--- src/rtl/sram_arbiter.sv ---
// Two-master round-robin arbiter in front of a single SRAM controller port.
// One transaction in flight; a watchdog aborts transactions the controller never acknowledges.
module sram_arbiter #(
    parameter int unsigned AW      = 32,
    parameter int unsigned DW      = 32,
    parameter int unsigned CW      = 16,
    parameter int unsigned TIMEOUT = 255
) (
    input  logic          clk,
    input  logic          rst,

    input  logic          m0_wrEnIn,
    input  logic          m0_rdEnIn,
    input  logic [AW-1:0] m0_addressIn,
    input  logic [DW-1:0] m0_writeDataIn,
    output logic [DW-1:0] m0_readDataOut,
    output logic          m0_readyOut,

    input  logic          m1_wrEnIn,
    input  logic          m1_rdEnIn,
    input  logic [AW-1:0] m1_addressIn,
    input  logic [DW-1:0] m1_writeDataIn,
    output logic [DW-1:0] m1_readDataOut,
    output logic          m1_readyOut,

    output logic          ctl_wrEnOut,
    output logic          ctl_rdEnOut,
    output logic [AW-1:0] ctl_addressOut,
    output logic [DW-1:0] ctl_writeDataOut,
    input  logic [DW-1:0] ctl_readDataIn,
    input  logic          ctl_readyIn,

    output logic [1:0]    grantOut,
    output logic          errorOut,
    input  logic          clrErrIn,
    output logic [CW-1:0] m0_countOut,
    output logic [CW-1:0] m1_countOut
);

    typedef enum logic [1:0] {
        IDLE  = 2'd0,
        BUSY0 = 2'd1,
        BUSY1 = 2'd2,
        ABORT = 2'd3
    } state_e;

    state_e        state_q;
    logic [1:0]    grant_q;
    logic          last_q;      // 1: m1 was served last, so m0 wins the next tie
    logic [15:0]   wdog_q;
    logic          err_q;
    logic [CW-1:0] cnt0_q;
    logic [CW-1:0] cnt1_q;

    logic req0, req1;
    logic busy0, busy1, busy, own_req;
    logic done, flush, expire;
    logic abort0, abort1;

    always_comb begin
        req0    = m0_wrEnIn | m0_rdEnIn;
        req1    = m1_wrEnIn | m1_rdEnIn;
        busy0   = (state_q == BUSY0);
        busy1   = (state_q == BUSY1);
        busy    = busy0 | busy1;
        own_req = busy1 ? req1 : req0;
        done    = busy & own_req & ctl_readyIn;
        flush   = busy & ~own_req;
        expire  = busy & own_req & ~ctl_readyIn & (wdog_q == 16'(TIMEOUT - 1));
        abort0  = (state_q == ABORT) & grant_q[0];
        abort1  = (state_q == ABORT) & grant_q[1];
    end

    // Controller side follows the owner combinationally; write masks read.
    always_comb begin
        ctl_wrEnOut      = 1'b0;
        ctl_rdEnOut      = 1'b0;
        ctl_addressOut   = '0;
        ctl_writeDataOut = '0;
        case (state_q)
            BUSY0: begin
                ctl_wrEnOut      = m0_wrEnIn;
                ctl_rdEnOut      = m0_rdEnIn & ~m0_wrEnIn;
                ctl_addressOut   = m0_addressIn;
                ctl_writeDataOut = m0_writeDataIn;
            end
            BUSY1: begin
                ctl_wrEnOut      = m1_wrEnIn;
                ctl_rdEnOut      = m1_rdEnIn & ~m1_wrEnIn;
                ctl_addressOut   = m1_addressIn;
                ctl_writeDataOut = m1_writeDataIn;
            end
            default: ;
        endcase
    end

    always_comb begin
        m0_readyOut    = ~req0 | (busy0 & done) | abort0;
        m1_readyOut    = ~req1 | (busy1 & done) | abort1;
        m0_readDataOut = abort0 ? '0 : ctl_readDataIn;
        m1_readDataOut = abort1 ? '0 : ctl_readDataIn;
    end

    always_ff @(posedge clk) begin
        if (!rst) begin
            state_q <= IDLE;
            grant_q <= '0;
            last_q  <= 1'b1;
            wdog_q  <= '0;
            err_q   <= 1'b0;
            cnt0_q  <= '0;
            cnt1_q  <= '0;
        end else begin
            if (expire) begin
                err_q <= 1'b1;
            end else if (clrErrIn) begin
                err_q <= 1'b0;
            end

            case (state_q)
                IDLE: begin
                    wdog_q <= '0;
                    if (req0 && (!req1 || last_q)) begin
                        state_q <= BUSY0;
                        grant_q <= 2'b01;
                    end else if (req1) begin
                        state_q <= BUSY1;
                        grant_q <= 2'b10;
                    end
                end
                BUSY0, BUSY1: begin
                    if (flush) begin
                        state_q <= IDLE;
                        grant_q <= '0;
                    end else if (done) begin
                        state_q <= IDLE;
                        grant_q <= '0;
                        last_q  <= busy1;
                        if (busy1) begin
                            cnt1_q <= cnt1_q + CW'(1);
                        end else begin
                            cnt0_q <= cnt0_q + CW'(1);
                        end
                    end else if (expire) begin
                        state_q <= ABORT;
                    end else begin
                        wdog_q <= wdog_q + 16'd1;
                    end
                end
                ABORT: begin
                    state_q <= IDLE;
                    grant_q <= '0;
                    last_q  <= grant_q[1];
                end
                default: begin
                    state_q <= IDLE;
                    grant_q <= '0;
                end
            endcase
        end
    end

    assign grantOut    = grant_q;
    assign errorOut    = err_q;
    assign m0_countOut = cnt0_q;
    assign m1_countOut = cnt1_q;

endmodule

--- config.mk ---
export PLATFORM = sky130hd
export DESIGN_NAME = sram_arbiter
export DESIGN_NICKNAME = d
export VERILOG_FILES = /design/src/rtl/sram_arbiter.sv
export SDC_FILE = /design/constraint.sdc
export NUM_CORES = 1
export LEC_CHECK = 0
export CAP_MARGIN = 20
export CORE_AREA = 3 3 130 132
export DETAILED_ROUTE_END_ITERATION = 12
export DIE_AREA = 0 0 133 135
export MAX_ROUTING_LAYER = met4
export PLACE_DENSITY = 0.67
export SYNTH_ARGS = -nofsm -noshare
export SYNTH_HDL_FRONTEND = slang
export SYNTH_SLANG_ARGS = --single-unit
export TNS_END_PERCENT = 50
--- constraint.sdc ---
create_clock -name clk -period 4.28 [get_ports clk]
set_input_delay 1.284 -clock clk [delete_from_list [all_inputs] [get_ports clk]]
set_output_delay 1.284 -clock clk [all_outputs]
set_load 0.1 [all_outputs]
## Yosys cells after proc, flatten, opt, wreduce, memory -nomap -nowiden

Index checks and enable logic that the tools add are counted.

| storage, ports and cells | value |
|---|---|
| bits in registers | 54 |
| bits of input ports | 168 |
| output and inout bits | 167 |
| word-level logic and storage cells | 86 |

| operators by class | value |
|---|---|
| add/sub/neg operators | 3 |
| eq/ne operators | 11 |
| muxes and demuxes | 25 |
| bitwise logic cells | 26 |
| reduce and logical (&&, ||, !) cells | 14 |

Operators with widths:

| cell | count |
|---|---|
| case mux 32 bit (2 select lines) | 2 |
| 2-to-1 mux 32 bit | 2 |
| adder 16 x 1 -> 16 bit, second input constant | 3 |
| 2-to-1 mux 16 bit | 3 |
| case mux 16 bit (2 select lines) | 1 |
| == test 16 x 8 -> 1 bit, second input constant | 1 |
| 2-to-1 mux 2 bit | 7 |
| case mux 2 bit (3 select lines) | 2 |
| AND reduction 4 bit | 3 |
| bitwise AND 1 bit | 11 |
| != test 2 bit, second input constant | 4 |
| inverter 1 bit | 8 |
| bitwise OR 1 bit | 7 |
| != test 3 bit, second input constant | 2 |
| case mux 1 bit (2 select lines) | 3 |
| nonzero test 2 bit | 3 |
| 2-to-1 mux 1 bit | 5 |
| == test 2 bit, second input constant | 2 |
| != test 4 bit, second input constant | 1 |
| AND reduction 2 bit | 2 |
| AND reduction 3 bit | 1 |
| == test 2 x 1 -> 1 bit, second input constant | 1 |
| zero test 2 bit | 1 |
| OR reduction 2 bit | 1 |
| 3 further kinds | 3 |

## Logic depth before layout (Yosys ltp)

| logic depth | value |
|---|---|
| depth after elaboration | 9 |
| mapped depth | 9 |
| gate-level depth less buffers | 7 |

## Worst setup path before layout

No wires, ideal clock.

| timing path | value |
|---|---|
| kind | register to output |
| start | register state_q[0] |
| end | output port ctl_rdEnOut |
| arrival time | 2,928 ps |
| data required time | 2,996 ps |
| path slack | 68 ps |
| cell stages (with the launch flop) | 8 |
| buffers on the path | 3 |
| cell sequence | dfxtp_1 -> inv_1 -> ha_1 -> buf_2 -> clkbuf_1 -> buf_1 -> nand3b_1 -> a21oi_1 |

| on the way | value |
|---|---|
| cells in the longest elaborated chain, start to end | 2 |
| elaborated cells between the ends (all ways) | 3 |
| classes of those cells | 2 x eq/ne; 1 x mux |

Ends and longest elaborated chain:

| element | line | RTL |
|---|---|---|
| from (decl) | 47 | `state_e state_q;` |
| from (signal assigned) | 106 | `state_q <= IDLE;` |
| from (signal assigned) | 124 | `state_q <= BUSY0;` |
| from (signal assigned) | 127 | `state_q <= BUSY1;` |
| == test 2 bit / == test 2 x 1 -> 1 bit (equally long branches) | 80 | `case (state_q)` |
| case mux 1 bit (2 select lines) (*) | 80 |  |
| to (decl) | 27 | `output logic ctl_rdEnOut,` |

Mark *: on every way between the ends. The rest lies on a longest branch, timed or not.

## Worst setup path in the final report

| timing path | value |
|---|---|
| start | input port m1_wrEnIn |
| end | output port m0_readyOut |

| on the way | value |
|---|---|
| cells in the longest elaborated chain, start to end | 7 |

Ends and longest elaborated chain:

| element | line | RTL |
|---|---|---|
| from (decl) | 19 | `input logic m1_wrEnIn,` |
| bitwise OR 1 bit | 62 | `req1 = m1_wrEnIn \| m1_rdEnIn;` |
| 2-to-1 mux 1 bit | 66 | `own_req = busy1 ? req1 : req0;` |
| bitwise AND 1 bit (2 in series) | 67 | `done = busy & own_req & ctl_readyIn;` |
| bitwise AND 1 bit | 98 | `m0_readyOut = ~req0 \| (busy0 & done) \| abort0;` |
| bitwise OR 1 bit (2 in series) | 98 |  |
| to (decl) | 17 | `output logic m0_readyOut,` |

Every way passes these cells.

==> metrics.yaml <==
drive_gt1_share_pct: 19.57
rrSetupSlack_ns: 1.49
ant_nets: 0
arrival_ns: 2.92
finClkSkew_ns: 0.006948
detail_route.wl_per_cell_um: 18.60
drtIter0Drc: 222
leakagePower_nw: 3.587
yosysSeqAreaShare_pct: 25.67
via_count: 5272
core-area_um2: 15830
path_buf_inv: 2
final_cells: 1091
r2r_end: "m1_countOut[15]"
synth_seq_cells: 54
io_pins: 335
clk_latency_ns: 0.29
drv_cap: 0
synthesis.instances: 560
die_h_um: 135
grt_pass1_wl_mm: 30.68
place.port_buffers: 334
placed_area_um2: 9090
drv_slew: 0
synth_edf_count: 0
cts.htree.levels: 2
synth_common_cells: "and2_1, nor2_1, a22oi_1"
ctsHoldBuffers: 0
whs_ns: 0.4916
endpoint: "m0_readyOut"
cp-start-kind: "primary input"
ff2ff_path_depth: 8
status: "finished clean"
min_path_type: "flip-flop to flip-flop"
worst_path_max_delay_cell: "clkdlybuf4s50_1"
required_ns: 3.00
synth_top_area_share_pct: 25.67
final_nets: 1050
syn2layout_area_growth_pct: 119.5
routed_via_density: 4.832
r2r_start: "state_q[0]"
finalCritPeriodShare_pct: 98.28
synth_area_leaders: "dfxtp_1, and2_1, a22oi_1"
numCtsBuffers: 5
peakVddDrop_mv: 0.4575
ys_warn_count: 0
cts-root-buf: "clkbuf_16"
criticalPathCategory: "primary input to primary output"
grt.total_usage_pct: 22.32
dpl.cell_count: 1082
crit_family: "simple AND/OR/NAND/NOR gates"
synth-async-reset-ratio_pct: 0
clk_pin_slew_ns: 0.07
cp_num_cells: 6
p_per_area_nw_per_um2: 519.9
grt_pass1_vias: 5342
drc: 0
startpoint: "m1_wrEnIn"
antenna_found_initial: 1
p_total_w: 0.004806
report.final.hold_viol_count: 0
clock-sinks: 54
first_pass_iters: 4
final_cell_area_um2: 9244
yosys.cell_types.count: 60
grt_start_max_net_pins: 68
max_freq_mhz: 237.7
initial_core_util_pct: 26.61
multi_input_area_um2: 2928
synth_area_leader_cell: "dfxtp_1"
end_kind: "primary output"
max_stage_delay_ns: 0.46
hpwlAfterDp_mm: 16.67
die_w_um: 133
fin_crit_ns: 4.207
synth_most_common_cell: "and2_1"
syn_nets: 737
grt_overflow: 0
synth_area_um2: 4212
ys.flop_type: "dfxtp_1"
relSlewSlack_pct: 31.40
finalWirelength_mm: 20.29
path_max_fanout: 6
crit_chain: "clkdlybuf4s50_1 -> or3b_1 -> and3b_2 -> nand2_1 -> nand3_1 -> buf_12"
worst_pin_slew_ns: 1.026
fin_setup_tns_ns: 0
die_area_um2: 17960
clock_path_buffers: 2
fillCellCount: 1371
syn_area_per_cell_um2: 7.521
rows: 46
routabilityCongestion: 0.8943
cts_tree: "done"
setup_viol: 0
regArea_um2: 1081
==> worst min path at each step <==
stage | cells after the start | to | start | slack (ns)
floorplan | 1 | wdog_q[13] | wdog_q[13] | 0.47
global placement | 2 | grantOut[1] | grantOut[1] | 0.47
detailed placement | 2 | grantOut[1] | grantOut[1] | 0.48
CTS | 2 | grantOut[1] | grantOut[1] | 0.49
global route | 2 | grantOut[1] | grantOut[1] | 0.52
finish | 2 | grantOut[1] | grantOut[1] | 0.49
==> cells in the final DEF (no fill, tap or decap), types with 3 or more instances in the layout <==
cell             instances
nand3_1                 19
nand2b_1                 4
dfxtp_1                 54
nor2_1                  70
a21o_1                   4
ha_1                     7
a22oi_1                 65
a21oi_1                  6
xor2_1                  14
buf_12                 133
and2_1                  93
nand2_1                 28
nor2b_1                  3
nor3_1                  10
xnor2_1                 11
a31oi_1                  5
and4_1                   5
buf_4                   12
inv_1                    9
o21ai_0                 10
and3b_1                  4
mux2i_1                  3
nand3b_1                 3
o21a_1                   4
nor4_1                   3
o211ai_1                 3
clkdlybuf4s50_1        202
or3_1                    7
a21boi_0                10
nand4_1                 15
clkbuf_16                5
nor3b_1                  3
and3_1                  13
==> repair_timing <==
action / in CTS / in global routing
endpoints found under the hold margin: 0 / 0
buffers inserted: 0 / 0
resized for setup: 0 / 1
setup endpoints to repair: 0 / 1
==> cell families (layout without fill, tap and decap cells) <==
group | count (synthesis) | after routing | share of synthesized area [%]
compound gates | 119 | 119 | 20.53
xor+xnor | 25 | 25 | 5.199
fa+ha+maj | 9 | 9 | 2.674
buf+inv | 51 | 365 | 4.961
flops | 54 | 54 | 25.67
mux | 4 | 4 | 0.9804
other cells | 0 | 1 | 0
simple gates | 298 | 298 | 39.99
==> final cells by class <==
type / instances / share of cell area (%)
well taps: 216 / 2.924
flip-flops and latches: 54 / 11.69
inverters: 10 / 0.4061
repair buffers: 347 / 51.65
clock inverters: 3 / 0.2707
diodes: 1 / 0.02707
clock buffers: 5 / 1.354
multi-input cells: 455 / 31.67
==> sequential cells by signal, summed over array words and instances, names as in the netlist <==
register     flops
errorOut         1
grantOut         2
last_q           1
m0_countOut     16
m1_countOut     16
state_q          2
wdog_q          16
==> report_power, final <==
part           internal, W  switching [W]
logic              0.00126        0.00257
clock network     0.000220       0.000193
registers         0.000530      0.0000264
total              0.00201        0.00279
==> routing by layer <==
layer	GRT usage, %	wire length [um]	vias to the layer above
met2	38.57	10650	150
met3	5.738	1492	11
met5	-	0	-
li1	-	-	2622
met1	26.57	7955	2489
met4	3.984	185	0
==> per-stage QoR <==
stage               utilization [%]  worst slack [ns]
CTS                           58.38           0.09205
floorplan                         -           0.06808
detailed placement            57.43            0.1085
finish                        58.40           0.07347
global route                  58.40          -0.01091
global placement              57.43            0.1227
==> worst register-to-register path, stage by stage, from the launching register on <==
cell and delay (ns):
dfxtp_1 0.34, inv_1 0.11, ha_2 0.52, buf_4 0.40, and4_1 0.28, nand4_2 0.32, nor4_1 0.45, xor2_1 0.11
and2_1 0.16
Note: power is estimated with default switching activity, not from simulation.
